`config.mk`:
```
export PLATFORM = sky130hd
export DESIGN_NAME = spi_frame_master
export DESIGN_NICKNAME = d
export VERILOG_FILES = /design/src/rtl/spi_frame_pkg.sv /design/src/rtl/spi_sclk_gen.sv /design/src/rtl/spi_frame_master.sv
export SDC_FILE = /design/constraint.sdc
export NUM_CORES = 1
export LEC_CHECK = 0
export CORE_ASPECT_RATIO = 1.1
export CORE_MARGIN = 4
export CORE_UTILIZATION = 54
export CTS_BUF_LIST = sky130_fd_sc_hd__clkbuf_16
export DETAILED_ROUTE_END_ITERATION = 8
export PLACE_DENSITY = 0.89
export SLEW_MARGIN = 5
export SYNTH_ARGS = -nofsm -noshare
export SYNTH_HDL_FRONTEND = slang
export SYNTH_SLANG_ARGS = --single-unit
```
`constraint.sdc`:
```
create_clock -name clk_sys -period 3.08 [get_ports clk_sys]
set_clock_uncertainty 0.2 [all_clocks]
set_input_delay 0.616 -clock clk_sys [delete_from_list [all_inputs] [get_ports clk_sys]]
set_output_delay 0.616 -clock clk_sys [all_outputs]
set_load 0.005 [all_outputs]
```
`src/rtl/spi_frame_pkg.sv`:
```
// Shared types and constants for the SPI frame master: opcodes, frame geometry, FSM states.
package spi_frame_pkg;
    localparam logic [7:0] OP_CFG     = 8'h00;
    localparam logic [7:0] OP_SAMPLE  = 8'hFF;
    localparam int         N_WORDS    = 5;
    localparam int         FRAME_BITS = 88;

    typedef enum logic [2:0] {
        ST_IDLE,
        ST_WAIT_TGT,
        ST_CS_SETUP,
        ST_SHIFT,
        ST_GAP,
        ST_CS_HOLD
    } state_t;

    typedef enum logic {
        CMD_CFG    = 1'b0,
        CMD_SAMPLE = 1'b1
    } cmd_type_t;

    function automatic logic [7:0] opcode_of(input cmd_type_t t);
        return (t == CMD_SAMPLE) ? OP_SAMPLE : OP_CFG;
    endfunction
endpackage

```
`src/rtl/spi_sclk_gen.sv`:
```
// sclk phase divider: while enabled, emits a rise strobe after CLK_DIV cycles and a fall
// strobe after 2*CLK_DIV cycles, then restarts; held at the start of a bit while disabled.
module spi_sclk_gen #(
    parameter int CLK_DIV = 2
) (
    input  logic clk_sys,
    input  logic rst,
    input  logic en,
    output logic rise,
    output logic fall
);
    localparam int            TOP    = 2 * CLK_DIV - 1;
    localparam int            CW     = $clog2(TOP + 1);
    localparam logic [CW-1:0] TOP_V  = CW'(TOP);
    localparam logic [CW-1:0] RISE_V = CW'(CLK_DIV);

    logic [CW-1:0] cnt;

    assign rise = en && (cnt == RISE_V);
    assign fall = en && (cnt == '0);

    always_ff @(posedge clk_sys) begin
        if (rst) begin
            cnt <= TOP_V;
        end else if (!en || fall) begin
            cnt <= TOP_V;
        end else begin
            cnt <= cnt - CW'(1);
        end
    end
endmodule

```
`src/rtl/spi_frame_master.sv`:
```
// SPI mode-0 initiator sending one opcode byte plus five 16-bit words per command.
// Optional SPI_FULL_TIMEOUT_EN aborts a frame after TIMEOUT stalled cycles.
//
// state       | meaning
// ST_IDLE     | cs high, cmd_ready high, waiting for a command
// ST_WAIT_TGT | SAMPLE accepted, cs still high until foc_ready
// ST_CS_SETUP | cs low, sclk idle before the first bit
// ST_SHIFT    | clocking out the bits of one field
// ST_GAP      | sclk idle between fields; stalls while full_spi on the final gap cycle
// ST_CS_HOLD  | cs low after the last fall, then cs high with a done pulse
module spi_frame_master
    import spi_frame_pkg::*;
#(
    parameter int CLK_DIV  = 2,
    parameter int GAP_CYC  = 4,
    parameter int CS_SETUP = 2
`ifdef SPI_FULL_TIMEOUT_EN
    ,
    parameter int TIMEOUT  = 1024
`endif
) (
    input  logic        clk_sys,
    input  logic        rst,
    input  logic        cmd_valid,
    output logic        cmd_ready,
    input  logic        cmd_type,
    input  logic [15:0] cmd_w0,
    input  logic [15:0] cmd_w1,
    input  logic [15:0] cmd_w2,
    input  logic [15:0] cmd_w3,
    input  logic [15:0] cmd_w4,
    input  logic        full_spi,
    input  logic        foc_ready,
    output logic        sclk,
    output logic        cs,
    output logic        mosi,
    output logic        busy,
    output logic        done,
    output logic        err
);
    localparam int TMAX = (GAP_CYC > CS_SETUP) ? GAP_CYC : CS_SETUP;
    localparam int TW   = $clog2(TMAX + 1);

    state_t                  state, nxt;
    logic [TW-1:0]           tmr;
    logic [3:0]              bit_left;
    logic [2:0]              field_left;
    logic [FRAME_BITS-1:0]   sr;
    logic                    sclk_en, sclk_rise, sclk_fall;
    logic                    field_end, timeout_hit;

    spi_sclk_gen #(.CLK_DIV(CLK_DIV)) u_sclk_gen (
        .clk_sys(clk_sys),
        .rst    (rst),
        .en     (sclk_en),
        .rise   (sclk_rise),
        .fall   (sclk_fall)
    );

    assign field_end = (state == ST_SHIFT) && sclk_fall && (bit_left == 4'd0);

`ifdef SPI_FULL_TIMEOUT_EN
    localparam int SW = $clog2(TIMEOUT + 1);
    logic [SW-1:0] stall_left;
    logic          stalling;

    assign stalling    = ((state == ST_WAIT_TGT) && !foc_ready) ||
                         ((state == ST_GAP) && (tmr == '0) && full_spi);
    assign timeout_hit = stalling && (stall_left == '0);

    always_ff @(posedge clk_sys) begin
        if (rst || !stalling) begin
            stall_left <= SW'(TIMEOUT - 1);
        end else if (stall_left != '0) begin
            stall_left <= stall_left - SW'(1);
        end
    end
`else
    assign timeout_hit = 1'b0;
`endif

    always_ff @(posedge clk_sys) begin
        if (rst) begin
            state <= ST_IDLE;
        end else begin
            state <= nxt;
        end
    end

    always_comb begin
        nxt = state;
        case (state)
            ST_IDLE: begin
                if (cmd_valid) begin
                    nxt = (cmd_type_t'(cmd_type) == CMD_SAMPLE && !foc_ready) ? ST_WAIT_TGT
                                                                              : ST_CS_SETUP;
                end
            end
            ST_WAIT_TGT: begin
                if (timeout_hit)    nxt = ST_IDLE;
                else if (foc_ready) nxt = ST_CS_SETUP;
            end
            ST_CS_SETUP: if (tmr == '0) nxt = ST_SHIFT;
            ST_SHIFT:    if (field_end) nxt = (field_left == 3'd0) ? ST_CS_HOLD : ST_GAP;
            ST_GAP: begin
                if (timeout_hit)                  nxt = ST_IDLE;
                else if (tmr == '0 && !full_spi)  nxt = ST_SHIFT;
            end
            ST_CS_HOLD:  if (tmr == '0) nxt = ST_IDLE;
            default:     nxt = ST_IDLE;
        endcase
    end

    always_comb begin
        cmd_ready = (state == ST_IDLE);
        cs        = (state == ST_IDLE) || (state == ST_WAIT_TGT);
        sclk_en   = (state == ST_SHIFT);
        mosi      = cs ? 1'b0 : sr[FRAME_BITS-1];
    end

    assign busy = ~cmd_ready;

    // Datapath: shift register, bit/field counters, phase timer, sclk and status pulses.
    always_ff @(posedge clk_sys) begin
        if (rst) begin
            tmr        <= '0;
            bit_left   <= '0;
            field_left <= '0;
            sr         <= '0;
            sclk       <= 1'b0;
            done       <= 1'b0;
            err        <= 1'b0;
        end else begin
            done <= (state == ST_CS_HOLD) && (tmr == '0);
            err  <= timeout_hit;

            if (state != ST_SHIFT)  sclk <= 1'b0;
            else if (sclk_rise)     sclk <= 1'b1;
            else if (sclk_fall)     sclk <= 1'b0;

            if (state == ST_IDLE && cmd_valid) begin
                sr         <= {opcode_of(cmd_type_t'(cmd_type)), cmd_w0, cmd_w1, cmd_w2, cmd_w3, cmd_w4};
                bit_left   <= 4'd7;
                field_left <= 3'(N_WORDS);
            end else if (state == ST_SHIFT && sclk_fall) begin
                sr <= {sr[FRAME_BITS-2:0], 1'b0};
                if (bit_left == 4'd0) begin
                    bit_left <= 4'd15;
                    if (field_left != 3'd0) field_left <= field_left - 3'd1;
                end else begin
                    bit_left <= bit_left - 4'd1;
                end
            end

            if (nxt != state) begin
                case (nxt)
                    ST_CS_SETUP, ST_CS_HOLD: tmr <= TW'(CS_SETUP - 1);
                    ST_GAP:                  tmr <= TW'(GAP_CYC - 1);
                    default:                 tmr <= '0;
                endcase
            end else if (tmr != '0) begin
                tmr <= tmr - TW'(1);
            end
        end
    end
endmodule

```
Word level (Yosys, flattened, before mapping)
Cells that the tools add are included.
{"block": "word_totals", "latchBits": 0, "mem_bits_rw": 0, "wordCells": 82, "mem_count": 0, "mem_bits_ro": 0, "reg_bits": 105, "input_bits": 86}
{"block": "op_classes", "n_eq_ne": 11, "n_reduce_logical": 31, "order_cmp": 0, "bitwise_logic": 1, "n_mux": 25, "shifts": 0, "add_sub_neg": 4, "multipliers": 0, "div": 0}
{"cell": "88-bit two-way mux", "count": 2}
{"cell": "3-bit two-way mux", "count": 14}
{"cell": "3-bit one-hot mux with 6 select lines", "count": 1}
{"cell": "3-bit equality test, second input constant", "count": 4}
{"cell": "2-bit nonzero test", "count": 5}
{"cell": "3-bit by 2-bit equality test with 1-bit output, second input constant", "count": 3}
{"cell": "3-bit zero test", "count": 3}
{"cell": "1-bit logical AND", "count": 8}
{"cell": "8-bit two-way mux", "count": 1}
{"cell": "2-bit OR reduction", "count": 4}
{"cell": "3-bit AND reduction", "count": 2}
{"cell": "3-bit nonzero test", "count": 2}
{"cell": "3-bit by 1-bit subtractor with 3-bit output, second input constant", "count": 2}
{"cell": "4-bit zero test", "count": 1}
{"cell": "1-bit two-way mux", "count": 4}
{"cell": "4-bit two-way mux", "count": 1}
{"cell": "2-bit one-hot mux with 2 select lines", "count": 1}
{"cell": "4-bit by 1-bit subtractor with 4-bit output, second input constant", "count": 1}
{"cell": "3-bit by 1-bit equality test with 1-bit output, second input constant", "count": 1}
{"cell": "1-bit zero test", "count": 3}
{"cell": "3-bit by 2-bit != test with 1-bit output, second input constant", "count": 1}
{"cell": "3-bit != test", "count": 1}
{"cell": "2-bit equality test, second input constant", "count": 1}
{"cell": "2-bit zero test", "count": 1}
{"cell": "other kinds (4)", "count": 5}

Logic depth before layout (Yosys ltp)
Gate-level depths: netlist of run 1.
{"block": "depth", "ltp_word": 10, "ltp_mapped": 9, "ltp_nobuf": 8}

By module
Synthesis of run 1 repeated with hierarchy kept, for this count alone.
{"block": "hier_totals", "hier_cells": 529, "area_unflattened_um2": 4461.8}
{"module": "spi_frame_master", "cells_each": 519, "n_inst": 1, "area_each_um2": 4354.2}
{"module": "spi_sclk_gen", "cells_each": 10, "n_inst": 1, "area_each_um2": 107.6}

Worst setup path after synthesis of run 1
OpenSTA, ideal clock, no wires.
{"block": "synth_path", "kind": "input to register", "start": "input port full_spi", "end": "register tmr[0]", "required_time_ns": 2.759, "cell_stages": 6, "path_slack_ns": 0.931, "t_arrival_ns": 1.828, "path_cell_list": "nor4b_2 > a21oi_1 > o22a_1 > and2_4 > o211ai_2 > mux2_4"}
{"block": "synth_between", "elab_chain_cells": 8, "word_cells_on_any_way": 12, "cone_classes": "4 x eq/ne; 4 x mux; 4 x reduce/logical"}
{"item": "from (decl)", "line_no": "spi_frame_master.sv:32", "text": "input logic full_spi,"}
{"item": "1-bit zero test (*)", "line_no": "spi_frame_master.sv:107", "text": "else if (tmr == '0 && !full_spi) nxt = ST_SHIFT;"}
{"item": "1-bit logical AND (*)", "line_no": "spi_frame_master.sv:107"}
{"item": "3-bit two-way mux (*)", "line_no": "spi_frame_master.sv:107"}
{"item": "3-bit one-hot mux with 6 select lines (*)", "line_no": "spi_frame_master.sv:92", "text": "case (state)"}
{"item": "3-bit by 2-bit equality test with 1-bit output / 3-bit equality test (equally long branches)", "line_no": "spi_frame_master.sv:156", "text": "case (nxt)"}
{"item": "2-bit OR reduction", "line_no": "spi_frame_master.sv:156"}
{"item": "2-bit one-hot mux with 2 select lines", "line_no": "spi_frame_master.sv:156"}
{"item": "3-bit two-way mux", "line_no": "spi_frame_master.sv:155", "text": "if (nxt != state) begin"}
{"item": "to (signal assigned)", "line_no": "spi_frame_master.sv:157", "text": "ST_CS_SETUP, ST_CS_HOLD: tmr <= TW'(CS_SETUP - 1);"}
{"item": "to (signal assigned)", "line_no": "spi_frame_master.sv:158", "text": "ST_GAP: tmr <= TW'(GAP_CYC - 1);"}
{"item": "to (signal assigned)", "line_no": "spi_frame_master.sv:162", "text": "tmr <= tmr - TW'(1);"}
{"item": "to (decl)", "line_no": "spi_frame_master.sv:45", "text": "logic [TW-1:0] tmr;"}
Mark *: on every way between the ends. The rest lies on a longest branch, timed or not.
A chain may end at the register's enable or synchronous reset.

Final worst setup path of run 1
{"block": "layout_path", "start": "register state[0]", "end": "output port cmd_ready"}
{"block": "layout_between", "elab_chain_cells": 1}
{"item": "from (decl)", "line_no": "spi_frame_master.sv:44", "text": "state_t state, nxt;"}
{"item": "from (signal assigned)", "line_no": "spi_frame_master.sv:86", "text": "state <= nxt;"}
{"item": "3-bit zero test", "line_no": "spi_frame_master.sv:115", "text": "cmd_ready = (state == ST_IDLE);"}
{"item": "to (decl)", "line_no": "spi_frame_master.sv:25", "text": "output logic cmd_ready,"}
No other way between the ends.

==> results by stage, run 1 <==
Drt:
- In the routed design, unresolved DRC markers number 0.
- The number of nets with antenna violations after routing is 0.
- The overall via count from detail_route is 3956.
- For this block, the initial DRC count from the detailed router was 207.
- In the final routed layout, each cell accounts on average for 14.5 um.
- Dividing the detail-routed via count by the number of cells gives 5.68.
- The total iterations of the first detailed-routing run is 6.
- The final layout contains routed wiring with a total length of 10100 um.

Synthesis:
- The number of nets in the synthesized netlist is 610.
- The average instance in the mapped netlist occupies 8.53 um^2.
- The share of synthesized area occupied by flip-flops and latches is 47.7%.
- The cell area after technology mapping is 4400 um^2.
- The cell count after synthesis is 516.
- The distinct cell type count of the synthesized netlist is 47.
- For this run, the number of Yosys warnings is 0.
- The number of register bits inferred by synthesis is 105.

Clock network:
- The number of levels the H-tree was split into is 3.
- The clock insertion delay at the later pin of the skew report is 330 ps.
- Clock-pin slew was measured on the worst setup and hold paths at 70 ps.
- The TritonCTS clock tree is built.
- The maximum number of buffers from clock root to sink is 2.
- The number of hold buffers added after CTS is 0.
- In this run, CTS created clock tree buffers numbering 9.
- The clock tree root driver cell is clkbuf_16.
- The clock net in this run drives a total of 105 sinks.
- The number of resized instances in the post-cts repair step is 0.
- The number of buffers inserted to repair setup after CTS is 0.

STA:
- Setup violations remaining at the end of the flow were counted as 0.
- Hold timing on the final database bottoms out at a slack of 185 ps.
- The timing-limited maximum frequency is 400 MHz.
- The final count of pins violating max slew is 0.
- The number of hold-slack violations in the final timing report was 0.
- The post-route setup TNS is 0 ps.
- Setup repair after global routing left no endpoint under its margin.
- The max-slew headroom at the worst pin is 61.7%.
- Setup slack on the critical path of the routed design comes to 579 ps.
- The post-route minimum period is 2500 ps.
- At the pin with the least slew margin, the transition time is 573 ps.
- Dividing the final minimum period by the clock period gives 81.2%.

Setup path:
- The data required time of the worst path is 2260 ps.
- The critical path is of the reg -> out type.
- Of all nets on the critical path, the largest fanout is 12.
- STA classifies the critical path endpoint as an output pin.
- The worst setup path is launched from a flop.
- Tracing the worst setup path back leads to its startpoint at state[0].
- The startpoint identified for the worst register-to-register timing path is bit_left[0].
- The arrival time of the worst setup path is 1680 ps.

Power and ir drop:
- The analysis attributes to cell leakage a power of 2.02 nW.
- The power per cell area is 642 nW/um^2.
- The net switching power figure is 0.997 mW.
- The switching share of total power is 27.5%.
- Per report_power, the combinational group accounts for 23.1% of the total.
- The share of total power dissipated in sequential elements is 45.0%.
- The worst-case IR drop observed on VDD is 0.333 mV.
- Internal power comes to 2.64 mW.
- The share of power burned in the clock network is 31.9%.

Placement:
- Detailed placement ended at an HPWL of 6900 um.
- In this run the tool buffered the top-level ports with 91 buffer cells.
- The pre-CTS setup slack is 314 ps.
- The congestion estimate from routability-driven global placement came to 0.903.
- Counting tap cells, the placed design contains a total of 681 instances.

Floorplan:
- The die is 94.1 um wide.
- The area of the placeable core is 7910 um^2.
- The initial core utilization is 55.6%.
- 93 I/O pins were placed.
- The number of standard-cell rows in the floorplan is 34.
- The vertical die dimension is 103 um.
- The die outline area is 9660 um^2.

GRT:
- The number of global-route vias before repair was 3733.
- Across every metal layer, demand over resource in global routing totals 20.8%.
- The global-route wire length before repair is 16500 um.
- The largest net degree at the start of global routing is 57.
- The initial antenna violation count is 0.
- The total congestion overflow after global routing is 0.

Finish:
- In the final layout, the share of cells above drive strength 1 is 6.29%.
- For this run, the number of standard cells in the final layout without fillers is 696.
- At the end of the flow the core is filled with cells to 71.5%.
- The number of antenna diodes in the final layout is 0.
- The area added between synthesis and finish is 28.4%.
- The net count reported at finish is 678.

Min path:
- The startpoint identified for the worst hold timing path is u_sclk_gen.cnt[0].
- The tightest min-delay check is of the reg -> reg type.

Outcome:
- The flow ran to the end, and the final reports show no timing, DRC or antenna violations.

Run:
- The tool flagged a number of max-cap violations equal to 0.
[path summary, 6_finish.rpt]
kind / endpoint / cells after the start / slack [ps]
worst max-delay path: cmd_ready / 2 / 580
worst min-delay path: u_sclk_gen.cnt[0] / 1 / 180
worst max register to register: tmr[0] / 8 / 750
worst min register to register: u_sclk_gen.cnt[0] / 1 / 180
[per-layer routing]
metal	routed length, um	vias to the layer above	GRT usage (%)
met5	0	-	0
met4	247	0	9.00
met3	451	20	3.14
met2	5240	114	36.9
met1	4150	1852	25.1
li1	-	1970	-
[power groups by stage]
stage          registers (mW)  logic, mW  clock network [mW]
6_report                 1.63      0.840                1.16
5_1_grt                  1.66      0.932                1.24
4_1_cts                  1.63      0.844                1.17
3_5_place_dp             1.66      0.840                   0
3_3_place_gp             1.65      0.807                   0
2_1_floorplan            1.62      0.614                   0
[registers in the layout, indices dropped and copies added, names as in the netlist]
register / flops
field_left: 3
u_sclk_gen.cnt: 2
done: 1
state: 3
sr: 88
sclk: 1
bit_left: 4
tmr: 3
[kinds of logic (layout without fill, tap and decap cells)]
family | count (synthesis) | after routing | share of synthesized area (%)
AO/OA/AOI/OAI | 185 | 185 | 26.8
multiplexers | 4 | 4 | 1.02
XOR/XNOR | 4 | 4 | 0.796
adder cells (fa/ha/maj) | 8 | 8 | 2.27
other | 1 | 1 | 0.0852
buffers and inverters | 54 | 126 | 5.37
flip-flops | 105 | 105 | 47.7
AND/OR/NAND/NOR | 155 | 155 | 15.9
[layout make-up]
class	instances	area, um^2
clock buffers	9	225
clock inverters	6	76.3
fillers	616	2260
inverters	11	41.3
multi-input cells	357	2080
flip-flops and latches	105	2100
well taps	108	135
repair buffers	100	998
[placed cells by master (no fill, tap or decap), types with 2 or more instances in the layout]
cell and count:
dfxtp_1 105, clkdlybuf4s50_1 90, nand2_1 87, a21oi_1 87
a22oi_1 76, nor2_1 28, nor3_1 14, inv_1 13
clkbuf_16 9, ha_1 8, buf_4 7, nor2b_1 5
nand2b_1 4, a31oi_1 4, mux2i_1 3, o21ai_0 3
nand3_1 3, nor2_4 2, o22ai_1 2, nor3b_2 2
o21bai_1 2, xor2_1 2, xnor2_1 2, nor4_1 2
bufinv_16 2, buf_12 2
[stage by stage]
stage / instance area [um^2] / power [mW]
2_1_floorplan: 4400 / 2.24
3_3_place_gp: 5350 / 2.46
3_5_place_dp: 5350 / 2.50
4_1_cts: 5650 / 3.65
5_1_grt: 5650 / 3.82
6_report: 5650 / 3.63
[cell usage after synthesis, drive strengths merged]
master	count	area (um^2)
nand2b	4	25.0
o21a	1	7.51
a21oi	88	444
clkbuf	26	97.6
nor3	15	80.1
nand3b	2	18.8
or3b	1	8.76
o22ai	2	12.5
conb	1	3.75
o211ai	1	12.5
nor2	30	118
buf	17	97.6
dfxtp	105	2100
a311oi	1	8.76
nand3	3	15.0
xor2	2	17.5
ha	8	100
and2	2	15.0
o21bai	2	15.0
nor3b	2	25.0
o22a	1	8.76
a2111oi	1	8.76
nand2	87	327
xnor2	2	17.5
a211o	1	8.76
nor4	2	12.5
a22oi	76	571
a31oi	5	37.5
nor4b	1	15.0
a221oi	2	23.8
o31ai	1	7.51
nand4b	1	8.76
o21ai	3	15.0
mux2i	3	30.0
mux2	1	15.0
inv	11	41.3
nor2b	5	31.3
[critical path: stages (launching register included)]
cell and delay, ps:
dfxtp_1 460, nor3_2 320, clkdlybuf4s50_1 570
Note: power is estimated with default switching activity, not from simulation.
==> run 2, diff against run 1 <==
--- a/config.mk
+++ b/config.mk
@@ -7,10 +7,10 @@
 export LEC_CHECK = 0
 export CORE_ASPECT_RATIO = 1.1
 export CORE_MARGIN = 4
-export CORE_UTILIZATION = 54
+export CORE_UTILIZATION = 46
 export CTS_BUF_LIST = sky130_fd_sc_hd__clkbuf_16
 export DETAILED_ROUTE_END_ITERATION = 8
-export PLACE_DENSITY = 0.89
+export PLACE_DENSITY = 0.81
 export SLEW_MARGIN = 5
 export SYNTH_ARGS = -nofsm -noshare
 export SYNTH_HDL_FRONTEND = slang
==> constraint.sdc (replaced) <==
create_clock -name clk_sys -period 2 [get_ports clk_sys]
set_clock_uncertainty 0.2 [all_clocks]
set_input_delay 0.4 -clock clk_sys [delete_from_list [all_inputs] [get_ports clk_sys]]
set_output_delay 0.4 -clock clk_sys [all_outputs]
set_load 0.005 [all_outputs]
==> run 2 against run 1 <==
The flow now finishes with violations (negative setup slack). Sequential cell count unchanged. First-iteration DRC count up 3.9%. Utilization up 2.6 points. Highest routed layer unchanged.
==> results by stage, run 2 (synthesis results as in run 1) <==
Placement:
- The pre-CTS setup slack is -510 ps (was 314 ps).
- The count of placed standard cells including taps is 720 (was 681).
- The global placement routability congestion came to 0.790 (was 0.903).
- The HPWL after detailed placement came to 7450 um (was 6900 um).
- The area of placed instances was 5670 um^2 (was 5350 um^2).
- The number of port buffers is 91 (unchanged).

Setup path:
- The length in cells of the worst reg-to-reg path is 9 (was 8).
- The setup slack of the worst register-to-register path is -130 ps (was 750 ps).
- The largest stage delay on the critical path is 350 ps (was 570 ps).
- The cell type with the highest occurrence count on the critical path is buf_12.
- The data required time of the worst path is 2030 ps (was 2260 ps).
- The peak fanout along the critical path is 7 (was 12).
- The endpoint type of the worst setup path was a flop (was output pin).
- The endpoint of the lowest-slack register-to-register path is tmr[0] (unchanged).
- Cell chain of the critical path: buf_6, buf_12, buf_12, nand3b_4, a21oi_2, a221oi_2, xor2_1, o211ai_4, mux2_4 (was nor3_2, clkdlybuf4s50_1).
- The worst-path cell with the longest stage delay is dfxtp_4 (was clkdlybuf4s50_1).
- The capturing instance or port of the critical path is tmr[0] (was cmd_ready).
- The critical path launch point is state[0] (unchanged).
- The startpoint of the worst-slack reg-to-reg timing path is state[0] (was bit_left[0]).
- The arrival time of the worst setup path was 2160 ps (was 1680 ps).
- The type of origin of the critical path is a flop (unchanged).
- The kind of critical path is reg -> reg (was reg -> out).

Power and ir drop:
- The maximum VDD drop is 0.495 mV (was 0.333 mV).
- The overall power after layout is 6.68 mW (was 3.63 mW).
- The leakage power total is 2.63 nW (was 2.02 nW).
- The power per cell area was 964 nW/um^2 (was 642 nW/um^2).

Clock network:
- The TritonCTS buffer count is 9 (unchanged).
- The number of hold buffers added after CTS is 0 (unchanged).
- The maximum number of buffers from clock root to sink was 2 (unchanged).
- The CTS sink count is 105 (unchanged).
- The clock insertion delay at the later pin of the skew report is 340 ps (was 330 ps).
- The TritonCTS clock tree is built (unchanged).
- The clock tree root driver cell is clkbuf_16 (unchanged).
- The clock transition at the register clock pins on the worst setup and hold paths after CTS was 70 ps (about the same).
- The number of levels the H-tree was split into is 3 (unchanged).

Finish:
- Most frequent cells in the layout: dfxtp_1, clkdlybuf4s50_1, a22oi_1 (was dfxtp_1, clkdlybuf4s50_1, nand2_1, a21oi_1, a22oi_1).
- The antenna diode count is 0 (unchanged).
- The non-filler instance count after layout came to 764 (was 696).
- The register with the most flip-flops is sr (unchanged).
- The fraction of layout instances using a drive strength above 1 was 30.3% (was 6.29%).
- The number of flip-flops in the largest register is 88 (unchanged).
- The area added between synthesis and finish came to 57.3% (was 28.4%).
- The count of filler cells inserted in the layout is 639 (was 616).
- The net count reported at finish is 737 (was 678).
- The finished layout cell area is 6930 um^2 (was 5650 um^2).
- Top Registers: sr: 88 flops, bit_left: 4 flops (unchanged).
- The share of the core filled with cells is 74.1% (was 71.5%).
- The most common cell after layout, fill and taps aside was dfxtp_1 (unchanged).

Drt:
- The number of nets with antenna violations after routing is 0 (unchanged).
- The violation count after the first detailed-routing iteration came to 215 (was 207).
- The ratio of routed vias to standard cells was 5.71 (was 5.68).
- The number of design rule violations left after detail routing is 0 (unchanged).
- The routed length per placed instance is 16.9 um (was 14.5 um).
- The total length of routed wires is 12900 um (was 10100 um).
- The total iterations of the first detailed-routing run came to 6 (unchanged).
- The overall via count from detail_route is 4362 (was 3956).

STA:
- The final number of setup-violating endpoints is 32 (was 0).
- The post-route minimum period is 2130 ps.
- The timing-limited maximum frequency is 470 MHz.
- The post-route setup TNS was -1150 ps (was 0 ps).
- The number of hold-slack violations in the final timing report came to 0 (unchanged).
- Setup repair after global routing missed its margin: true (was false).
- The final count of pins violating max slew is 0 (unchanged).
- The worst hold margin is 198 ps (was 185 ps).
- The portion of the clock cycle consumed by the worst path in the final layout is 106%.
- The minimum setup slack in the final design is -129 ps (was 579 ps).

Floorplan:
- The horizontal extent of the die is 101 um (was 94.1 um).
- The vertical die dimension is 111 um (was 103 um).
- The die outline area is 11200 um^2 (was 9660 um^2).
- The initial core utilization is 47.1% (was 55.6%).
- The area of the placeable core is 9350 um^2 (was 7910 um^2).
- The number of standard-cell rows in the floorplan is 37 (was 34).
- The number of top-level pins is 93 (unchanged).

GRT:
- The initial antenna violation count is 0 (unchanged).
- The largest net degree at the start of global routing came to 53 (was 57).
- The total congestion overflow after global routing came to 0 (unchanged).
- The overall global routing resource usage is 19.9% (was 20.8%).
- The number of global-route vias before repair came to 4174 (was 3733).
- The global-route wire length before repair is 18500 um (was 16500 um).

Min path:
- The kind of path behind the tightest hold check is reg -> reg (unchanged).
- The hold path depth is 1 (unchanged).

Outcome:
- The final reports fail on negative setup slack.
- Result of the run: finished, violations left (was finished clean).

Run:
- The total of max-cap violations is 0 (unchanged).
## run 2: cell count changes in the layout (fill, tap and decap cells not counted), sizes merged
cell           change
clkdlybuf4s50      -5
clkbuf             +8
clkinv             -1
clkdlybuf4s15      +1
clkinvlp           +1
buf               +52
dlygate4sd2        +3
## run 2: layout make-up
cell class	instances	area, um^2	share of cell area [%]
inverter	11	41.3	0.596
clock buffer	9	225	3.25
clock inverter	6	83.8	1.21
timing repair buffer	159	1770	25.5
multi-input combinational	357	2550	36.8
tap	117	146	2.11
sequential	105	2110	30.5
## run 2: routing by layer
layer  up-vias  routed length [um]  global-route usage (%)
met3        28                 667                    3.47
met5         -                   0                       0
met2       142                6860                    34.8
met1      2101                5130                    24.1
li1       2091                   -                       -
met4         0                 285                    6.56
## run 2: worst min-delay path by stage
stage                 startpoint                 to
5_1_grt        u_sclk_gen.cnt[0]  u_sclk_gen.cnt[0]
3_5_place_dp   u_sclk_gen.cnt[0]  u_sclk_gen.cnt[0]
4_1_cts        u_sclk_gen.cnt[0]  u_sclk_gen.cnt[0]
6_report       u_sclk_gen.cnt[0]  u_sclk_gen.cnt[0]
3_3_place_gp   u_sclk_gen.cnt[0]  u_sclk_gen.cnt[0]
2_1_floorplan  u_sclk_gen.cnt[0]  u_sclk_gen.cnt[0]
## run 2: what timing repair did
item	CTS	global route
pin swaps	8	78
setup endpoints to repair	11	91
resized for setup	26	131
cloned	2	9
buffers inserted	6	15
## run 2: power by group
part | total [mW] | switching [mW] | internal [mW]
logic | 2.28 | 1.03 | 1.25
clock network | 1.86 | 0.769 | 1.09
registers | 2.54 | 0.188 | 2.36
## run 2: critical path: cells and delay by family (launching register included)
family,cells,cell delay (ps)
compound gates,3,420
simple gates,1,90
mux,1,310
xor+xnor,1,310
buf+inv,3,350
flops,1,350
